==> src/rtl/hazard_ctrl.sv <==
// rtl/hazard_ctrl.sv - pipeline hazard/flush controller for load-use stalls and taken branches
//
// Purpose:
//   Sits downstream of the EX-stage condition logic. Turns a taken redirect (pcSrcE)
//   and load-use operand matches into stall/flush controls for the F, D and E pipeline
//   registers. A small FSM stretches the ID/EX bubble after a branch (BRANCH_PENALTY)
//   and holds the front end for multi-cycle load latency (LOAD_LAT).
//
// Configuration macro:
//   HAZARD_STATS_EN  build saturating 16-bit stall/flush event counters; when undefined
//                    stallCnt and flushCnt are tied to zero.
//
// Ports:
//   clk        in   1      clock, rising edge
//   reset      in   1      asynchronous, active-low reset
//   pcSrcE     in   1      taken branch/redirect resolved in EX
//   memToRegE  in   1      instruction in EX is a load
//   writeRegE  in   REG_W  destination register of EX instruction
//   rs1D/rs2D  in   REG_W  source registers of D instruction
//   rs1UsedD   in   1      rs1D is read by D instruction
//   rs2UsedD   in   1      rs2D is read by D instruction
//   stallF     out  1      hold PC register
//   stallD     out  1      hold IF/ID register
//   flushD     out  1      clear IF/ID register
//   flushE     out  1      clear ID/EX register (bubble)
//   busy       out  1      FSM not in RUN
//   stallCnt   out  16     cycles with stallD asserted (saturating)
//   flushCnt   out  16     cycles with flushD asserted (saturating)

module hazard_ctrl #(
  parameter int REG_W          = 4,
  parameter int BRANCH_PENALTY = 2,
  parameter int LOAD_LAT       = 1
) (
  input  logic             clk,
  input  logic             reset,
  input  logic             pcSrcE,
  input  logic             memToRegE,
  input  logic [REG_W-1:0] writeRegE,
  input  logic [REG_W-1:0] rs1D,
  input  logic [REG_W-1:0] rs2D,
  input  logic             rs1UsedD,
  input  logic             rs2UsedD,
  output logic             stallF,
  output logic             stallD,
  output logic             flushD,
  output logic             flushE,
  output logic             busy,
  output logic [15:0]      stallCnt,
  output logic [15:0]      flushCnt
);

  localparam int MAX_P = (BRANCH_PENALTY > LOAD_LAT) ? BRANCH_PENALTY : LOAD_LAT;
  localparam int CNT_W = (MAX_P > 1) ? $clog2(MAX_P) : 1;
  localparam logic [CNT_W-1:0] BR_INIT = CNT_W'((BRANCH_PENALTY > 1) ? BRANCH_PENALTY - 2 : 0);
  localparam logic [CNT_W-1:0] LD_INIT = CNT_W'((LOAD_LAT > 1) ? LOAD_LAT - 2 : 0);

  typedef enum logic [1:0] {
    RUN      = 2'd0,
    BR_FLUSH = 2'd1,
    LD_STALL = 2'd2
  } state_t;

  state_t           state_q, state_d;
  logic [CNT_W-1:0] cnt_q, cnt_d;
  logic             br_mask_q, br_mask_d;

  logic lw_haz;
  logic pc_src;
  logic stall_f, stall_d, flush_d, flush_e;

  assign lw_haz = memToRegE & ((rs1UsedD & (rs1D == writeRegE)) |
                               (rs2UsedD & (rs2D == writeRegE)));

  // A redirect that is still held high after it has been acted on is the same
  // event, not a new one: ignore pcSrcE until it drops after a taken branch.
  assign pc_src = pcSrcE & ~br_mask_q;

  always_comb begin
    state_d = state_q;
    cnt_d   = cnt_q;
    stall_f = 1'b0;
    stall_d = 1'b0;
    flush_d = 1'b0;
    flush_e = 1'b0;

    case (state_q)
      RUN, LD_STALL: begin
        if (pc_src) begin
          // Branch wins over any load stall, including an in-progress one.
          flush_d = 1'b1;
          flush_e = 1'b1;
          if (BRANCH_PENALTY > 1) begin
            state_d = BR_FLUSH;
            cnt_d   = BR_INIT;
          end else begin
            state_d = RUN;
            cnt_d   = '0;
          end
        end else if (state_q == LD_STALL) begin
          stall_f = 1'b1;
          stall_d = 1'b1;
          flush_e = 1'b1;
          if (cnt_q == '0) state_d = RUN;
          else             cnt_d   = cnt_q - 1'b1;
        end else if (lw_haz) begin
          stall_f = 1'b1;
          stall_d = 1'b1;
          flush_e = 1'b1;
          if (LOAD_LAT > 1) begin
            state_d = LD_STALL;
            cnt_d   = LD_INIT;
          end
        end
      end
      BR_FLUSH: begin
        flush_e = 1'b1;
        if (cnt_q == '0) state_d = RUN;
        else             cnt_d   = cnt_q - 1'b1;
      end
      default: begin
        state_d = RUN;
        cnt_d   = '0;
      end
    endcase

    br_mask_d = pcSrcE & (br_mask_q | flush_d);
  end

  always_ff @(posedge clk or negedge reset) begin
    if (!reset) begin
      state_q   <= RUN;
      cnt_q     <= '0;
      br_mask_q <= 1'b0;
    end else begin
      state_q   <= state_d;
      cnt_q     <= cnt_d;
      br_mask_q <= br_mask_d;
    end
  end

  // Mealy outputs are gated so nothing leaks out while reset is held low.
  assign stallF = reset & stall_f;
  assign stallD = reset & stall_d;
  assign flushD = reset & flush_d;
  assign flushE = reset & flush_e;
  assign busy   = (state_q != RUN);

`ifdef HAZARD_STATS_EN
  logic [15:0] stall_cnt_q, stall_cnt_d;
  logic [15:0] flush_cnt_q, flush_cnt_d;

  always_comb begin
    stall_cnt_d = stall_cnt_q;
    flush_cnt_d = flush_cnt_q;
    if (stallD && (stall_cnt_q != 16'hFFFF)) stall_cnt_d = stall_cnt_q + 16'd1;
    if (flushD && (flush_cnt_q != 16'hFFFF)) flush_cnt_d = flush_cnt_q + 16'd1;
  end

  always_ff @(posedge clk or negedge reset) begin
    if (!reset) begin
      stall_cnt_q <= 16'h0000;
      flush_cnt_q <= 16'h0000;
    end else begin
      stall_cnt_q <= stall_cnt_d;
      flush_cnt_q <= flush_cnt_d;
    end
  end

  assign stallCnt = stall_cnt_q;
  assign flushCnt = flush_cnt_q;
`else
  assign stallCnt = 16'h0000;
  assign flushCnt = 16'h0000;
`endif

endmodule
==> config.mk <==
export PLATFORM = sky130hd
export DESIGN_NAME = hazard_ctrl
export DESIGN_NICKNAME = d
export VERILOG_FILES = /design/src/rtl/hazard_ctrl.sv
export SDC_FILE = /design/constraint.sdc
export NUM_CORES = 1
export LEC_CHECK = 0
export CAP_MARGIN = 20
export CELL_PAD_IN_SITES_DETAIL_PLACEMENT = 1
export CELL_PAD_IN_SITES_GLOBAL_PLACEMENT = 2
export CORE_MARGIN = 2
export CORE_UTILIZATION = 12
export CTS_CLUSTER_SIZE = 16
export DETAILED_ROUTE_END_ITERATION = 7
export PLACE_DENSITY = 0.91
export SETUP_SLACK_MARGIN = 0.1
export SKIP_LAST_GASP = 1
export SLEW_MARGIN = 10
export SYNTH_ARGS = -nofsm -noshare
export SYNTH_HDL_FRONTEND = slang
export SYNTH_SLANG_ARGS = --single-unit
==> constraint.sdc <==
create_clock -name clk -period 4.65 [get_ports clk]
set_input_delay 0.93 -clock clk [delete_from_list [all_inputs] [get_ports clk]]
set_output_delay 0.93 -clock clk [all_outputs]
set_load 0.01 [all_outputs]
## Word level (Yosys, flattened, before mapping)

Cells that the tools add are included.

- Eq/ne operators: 5
- $add $sub $neg: 1
- Reduce and logical (&&, ||, !) cells: 3
- Bitwise gates (word level): 11
- Muxes and demuxes: 16

Operators with widths:

| cell | number |
|---|---|
| 1-bit two-way mux | 10 |
| 1-bit bitwise AND | 8 |
| 4-bit equality test | 2 |
| 2-bit two-way mux | 3 |
| 1-bit one-hot mux with 2 select lines | 2 |
| 2-bit one-hot mux with 2 select lines | 1 |
| 3-bit inequality test, second input constant | 1 |
| 2-bit by 1-bit equality test with 1-bit output, second input constant | 1 |
| 2-bit equality test, second input constant | 1 |
| 2-bit zero test | 1 |
| 1-bit bitwise OR | 2 |
| 2-bit nonzero test | 1 |
| 2-bit OR reduction | 1 |
| 1-bit NOT | 1 |
| 1-bit subtractor, second input constant | 1 |

- Bits of input ports: 18
- Logic and storage cells: 39
- Output and inout bits: 37
- Register bits: 4

## Longest topological paths before layout

- Depth in word-level cells: 9
- Depth in mapped cells: 5
- Gate-level depth less buffers: 4

## Worst setup path after synthesis

Ideal clock, no wire load.

- Path type: input to output
- Start: in writeRegE[3]
- End: out stallF
- Data required time: 3,720 ps
- Stages on the path: 4
- Arrival time: 2,105 ps
- Setup slack: 1,615 ps
- Buffers on the path: 1
- Path through: xor2_1 > or4_4 > a211oi_2 > buf_4

- Longest elaborated chain between the ends: 9
- Elaborated cells between the ends (all ways): 11
- Classes of those cells: 2 x eq/ne; 4 x mux; 5 x bitwise

Ends and longest elaborated chain:

| what | line | RTL |
|---|---|---|
| from (decl) | 39 | `input logic [REG_W-1:0] writeRegE,` |
| 4-bit equality test, on equally long branches | 72, 73 |  |
| 1-bit bitwise AND, on equally long branches | 72, 73 |  |
| 1-bit bitwise OR * | 72 | `assign lw_haz = memToRegE & ((rs1UsedD & (rs1D == writeRegE)) \|` |
| 1-bit bitwise AND * | 72 |  |
| 1-bit two-way mux * (4 in a row) | - |  |
| 1-bit bitwise AND * | - |  |
| to (decl) | 44 | `output logic stallF,` |

Every way passes the cells marked *; elsewhere a longest branch is shown, timed or not.

## Final worst setup path

- Start: in writeRegE[2]
- End: out stallF

- Longest elaborated chain between the ends: 9
- Elaborated cells between the ends (all ways): 11
- Classes of those cells: 2 x eq/ne; 4 x mux; 5 x bitwise

Ends and longest elaborated chain:

| what | line | RTL |
|---|---|---|
| 4-bit equality test, on equally long branches | 72, 73 |  |
| 1-bit bitwise AND, on equally long branches | 72, 73 |  |
| 1-bit bitwise OR * | 72 |  |
| 1-bit bitwise AND * | 72 |  |
| 1-bit two-way mux * | 106 | `end else if (lw_haz) begin` |
| 1-bit two-way mux * | 100 | `end else if (state_q == LD_STALL) begin` |
| 1-bit two-way mux * | 89 | `if (pc_src) begin` |
| 1-bit two-way mux * | 87 | `case (state_q)` |
| 1-bit bitwise AND * | 143 | `assign stallF = reset & stall_f;` |

Marks and branches as above.

==> results by group <==
Finish
  – Synthesis-to-layout area growth: 41.8%
  – Commonest non-fill, non-tap cell in the layout: conb_1
  – Layout cells sized above 1: 0.0633
  – Nets@finish: 99
  – Filler cell count: 440
  – Diodes inserted: 0
  – Post-layout util: 0.176
  – Leading cell types in the layout, fill and taps excluded: 32 x conb_1, 22 x clkdlybuf4s50_1, 6 x xor2_1

Global route
  – Overall Global Routing Usage: 0.0426
  – Largest net degree at the start of global routing: 7
  – Antenna violations before repair: 0
  – First-pass GRT wire length: between 1000 and 1500 um
  – Global route overflow: 0
  – Vias in the first global route: approximately 290

Synthesis
  – Post-synth top area share: 0.544
  – Distinct cells, synth: 15
  – Synth warn: 0
  – Yosys top cell by area: buf_4
  – Cells after Synth: 56
  – Ranking of synthesized cells by area: buf_4 54%, xor2_1 12%, dfrtp_1 11%
  – Sequential area share after synthesis: 0.110
  – Post-synthesis sequential element count: 2
  – Mapped Avg Cell Area: about 8.1 um^2
  – Post-Syn Area: about 460 um^2

Critical path
  – Worst r2r dst: state_q[0]$_DFFE_PN0P_
  – WP data required: 3.72 ns
  – CP Launch Type: primary input
  – Crit path DAT: 2.98 ns
  – Crit path kind: primary input to output pin
  – Flop2flop setup slack: roughly 3.8 ns
  – Reg2Reg Depth: 2
  – Reg-to-reg startpoint: br_mask_q$_DFF_PN0_
  – CP max FO: 2
  – Critical Path Sink Type: output pin

Floorplan
  – Die X: ~66 um
  – Die area: around 4300 um^2
  – # IOs: 55
  – Starting density of the core: 0.124
  – FP Rows: 22
  – Die H: 65.6 um
  – Core area: 3660 um^2

Placement
  – Worst slack, placed: roughly 0.7 ns
  – PortBufs: 22
  – Placer congestion estimate: about 0.57

STA
  – Setup TNS: 0 ns
  – Endpoints failing hold: 0
  – Setup ws final: approximately 0.74 ns
  – Crit path time final: slightly below 4 ns
  – RSZ-0062 raised after global routing: no
  – Setup Skew: roughly 0.00066 ns
  – Final Max Tran Viols: 0
  – Worst hold margin: about 0.53 ns
  – Final period utilization: 0.841
  – Endpoints failing setup: 0
  – Peak Freq: roughly 260 MHz

Route
  – First-pass DRT Iterations: 2
  – Final ANT Viol Nets: 0
  – Routed wire length: between 900 and 1000 um
  – DR vias/cell: 2.63
  – Drt wl/cell: around 7.7 um
  – DR iter-0 viols: 4
  – Post-route DRC: 0
  – Via count: 334

Clock network
  – CTS tree: done
  – Setup bufs post-CTS: 0
  – Root Driver: clkbuf_8
  – Clock Pin Slew Worst Setup and Hold Paths: 0.03 ns
  – Post-cts sizing count: 0
  – TritonCTS buffer count: 3
  – CTS max path bufs: 2
  – H-Tree Depth: 1
  – Sink Count: 2
  – Hold-fix buffer count after cts: 0
  – Worst skew pair latency: about 0.21 ns

Hold path
  – Hold path cells: 2
  – Hold_sp: br_mask_q$_DFF_PN0_
  – Hold Crit Class: flip-flop to flip-flop
  – WHS Endpoint: br_mask_q$_DFF_PN0_

Power
  – VDD IR-drop max: between 0.05 and 0.06 mV
  – Power per cell area: between 200 and 250 nW/um^2
  – LEAKAGE: 0.292 nW

Run
  – Max-cap viol count: 0

Run status
  – Outcome: finished, final reports clean
==> synth_stat cells <==
| library cell | count |
|---|---|
| a211oi_2 | 1 |
| o21ai_0 | 1 |
| inv_1 | 1 |
| or4_1 | 1 |
| a21boi_0 | 1 |
| xnor2_1 | 2 |
| nor2b_1 | 2 |
| nand3_1 | 1 |
| xor2_1 | 6 |
| dfrtp_1 | 2 |
| buf_4 | 33 |
| conb_1 | 1 |
| and2_1 | 1 |
| nand4_1 | 2 |
| or4_4 | 1 |
==> cell families after synthesis <==
| logic type | Yosys count | synth area share |
|---|---|---|
| buffers and inverters | 34 | 0.552 |
| xor gates and xnor gates | 8 | 0.154 |
| and+or+nand+nor | 8 | 0.121 |
| AOI/OAI and AO/OA | 3 | 0.0549 |
| DFF | 2 | 0.110 |
| other | 1 | 0.00823 |
==> state kept, by name, indices dropped and copies added (netlist names) <==
register and flops:
state_q 1, br_mask_q 1
==> worst max-delay path, stage by stage <==
cell,delay (ns)
clkdlybuf4s50_1,0.52
xnor2_1,0.14
nand4_1,0.11
or4_1,0.46
a211oi_2,0.25
clkdlybuf4s50_1,0.58
==> power by group <==
group          internal, mW  total (mW)  leakage (nW)  switching [mW]
clock                0.0547      0.0675        0.0216          0.0128
sequential           0.0188      0.0199        0.0250         0.00113
combinational        0.0208      0.0430         0.245          0.0222
==> cell type report <==
class | count | area, um^2 | area share
multi-input combinational | 51 | 270 | 0.419
sequential | 2 | 50.0 | 0.0775
timing repair buffer | 22 | 220 | 0.341
tap | 48 | 60.1 | 0.0930
inverter | 1 | 3.75 | 0.00581
clock buffer | 3 | 41.3 | 0.0640
==> per-layer routing <==
layer,track usage,vias to the layer above,share of wire,wire [um]
met5,0,-,0,0
met1,0.0319,148,0.27,266
met3,0.0154,0,0.093,91
met4,0.0391,0,0,0
met2,0.0816,25,0.64,625
li1,-,161,-,-
==> worst max path at each step <==
stage | start | to | slack, ns | cells past startpoint
after detailed placement | writeRegE[2] | stallF | 0.71 | 6
after floorplan | writeRegE[3] | stallF | 1.61 | 4
final | writeRegE[2] | stallF | 0.74 | 6
after global placement | writeRegE[2] | stallD | 0.75 | 6
after global routing | writeRegE[2] | stallF | 0.63 | 6
after CTS | writeRegE[2] | stallF | 0.71 | 6
==> metrics by stage <==
stage                     power, mW  instances  instance area (um^2)
after floorplan              0.0601         87                   572
after global placement       0.0622        124                   604
after detailed placement     0.0630        124                   604
after CTS                     0.133        127                   646
after global routing          0.138        127                   646
final                         0.130        127                   646
Power figures use the tool's default switching activity.
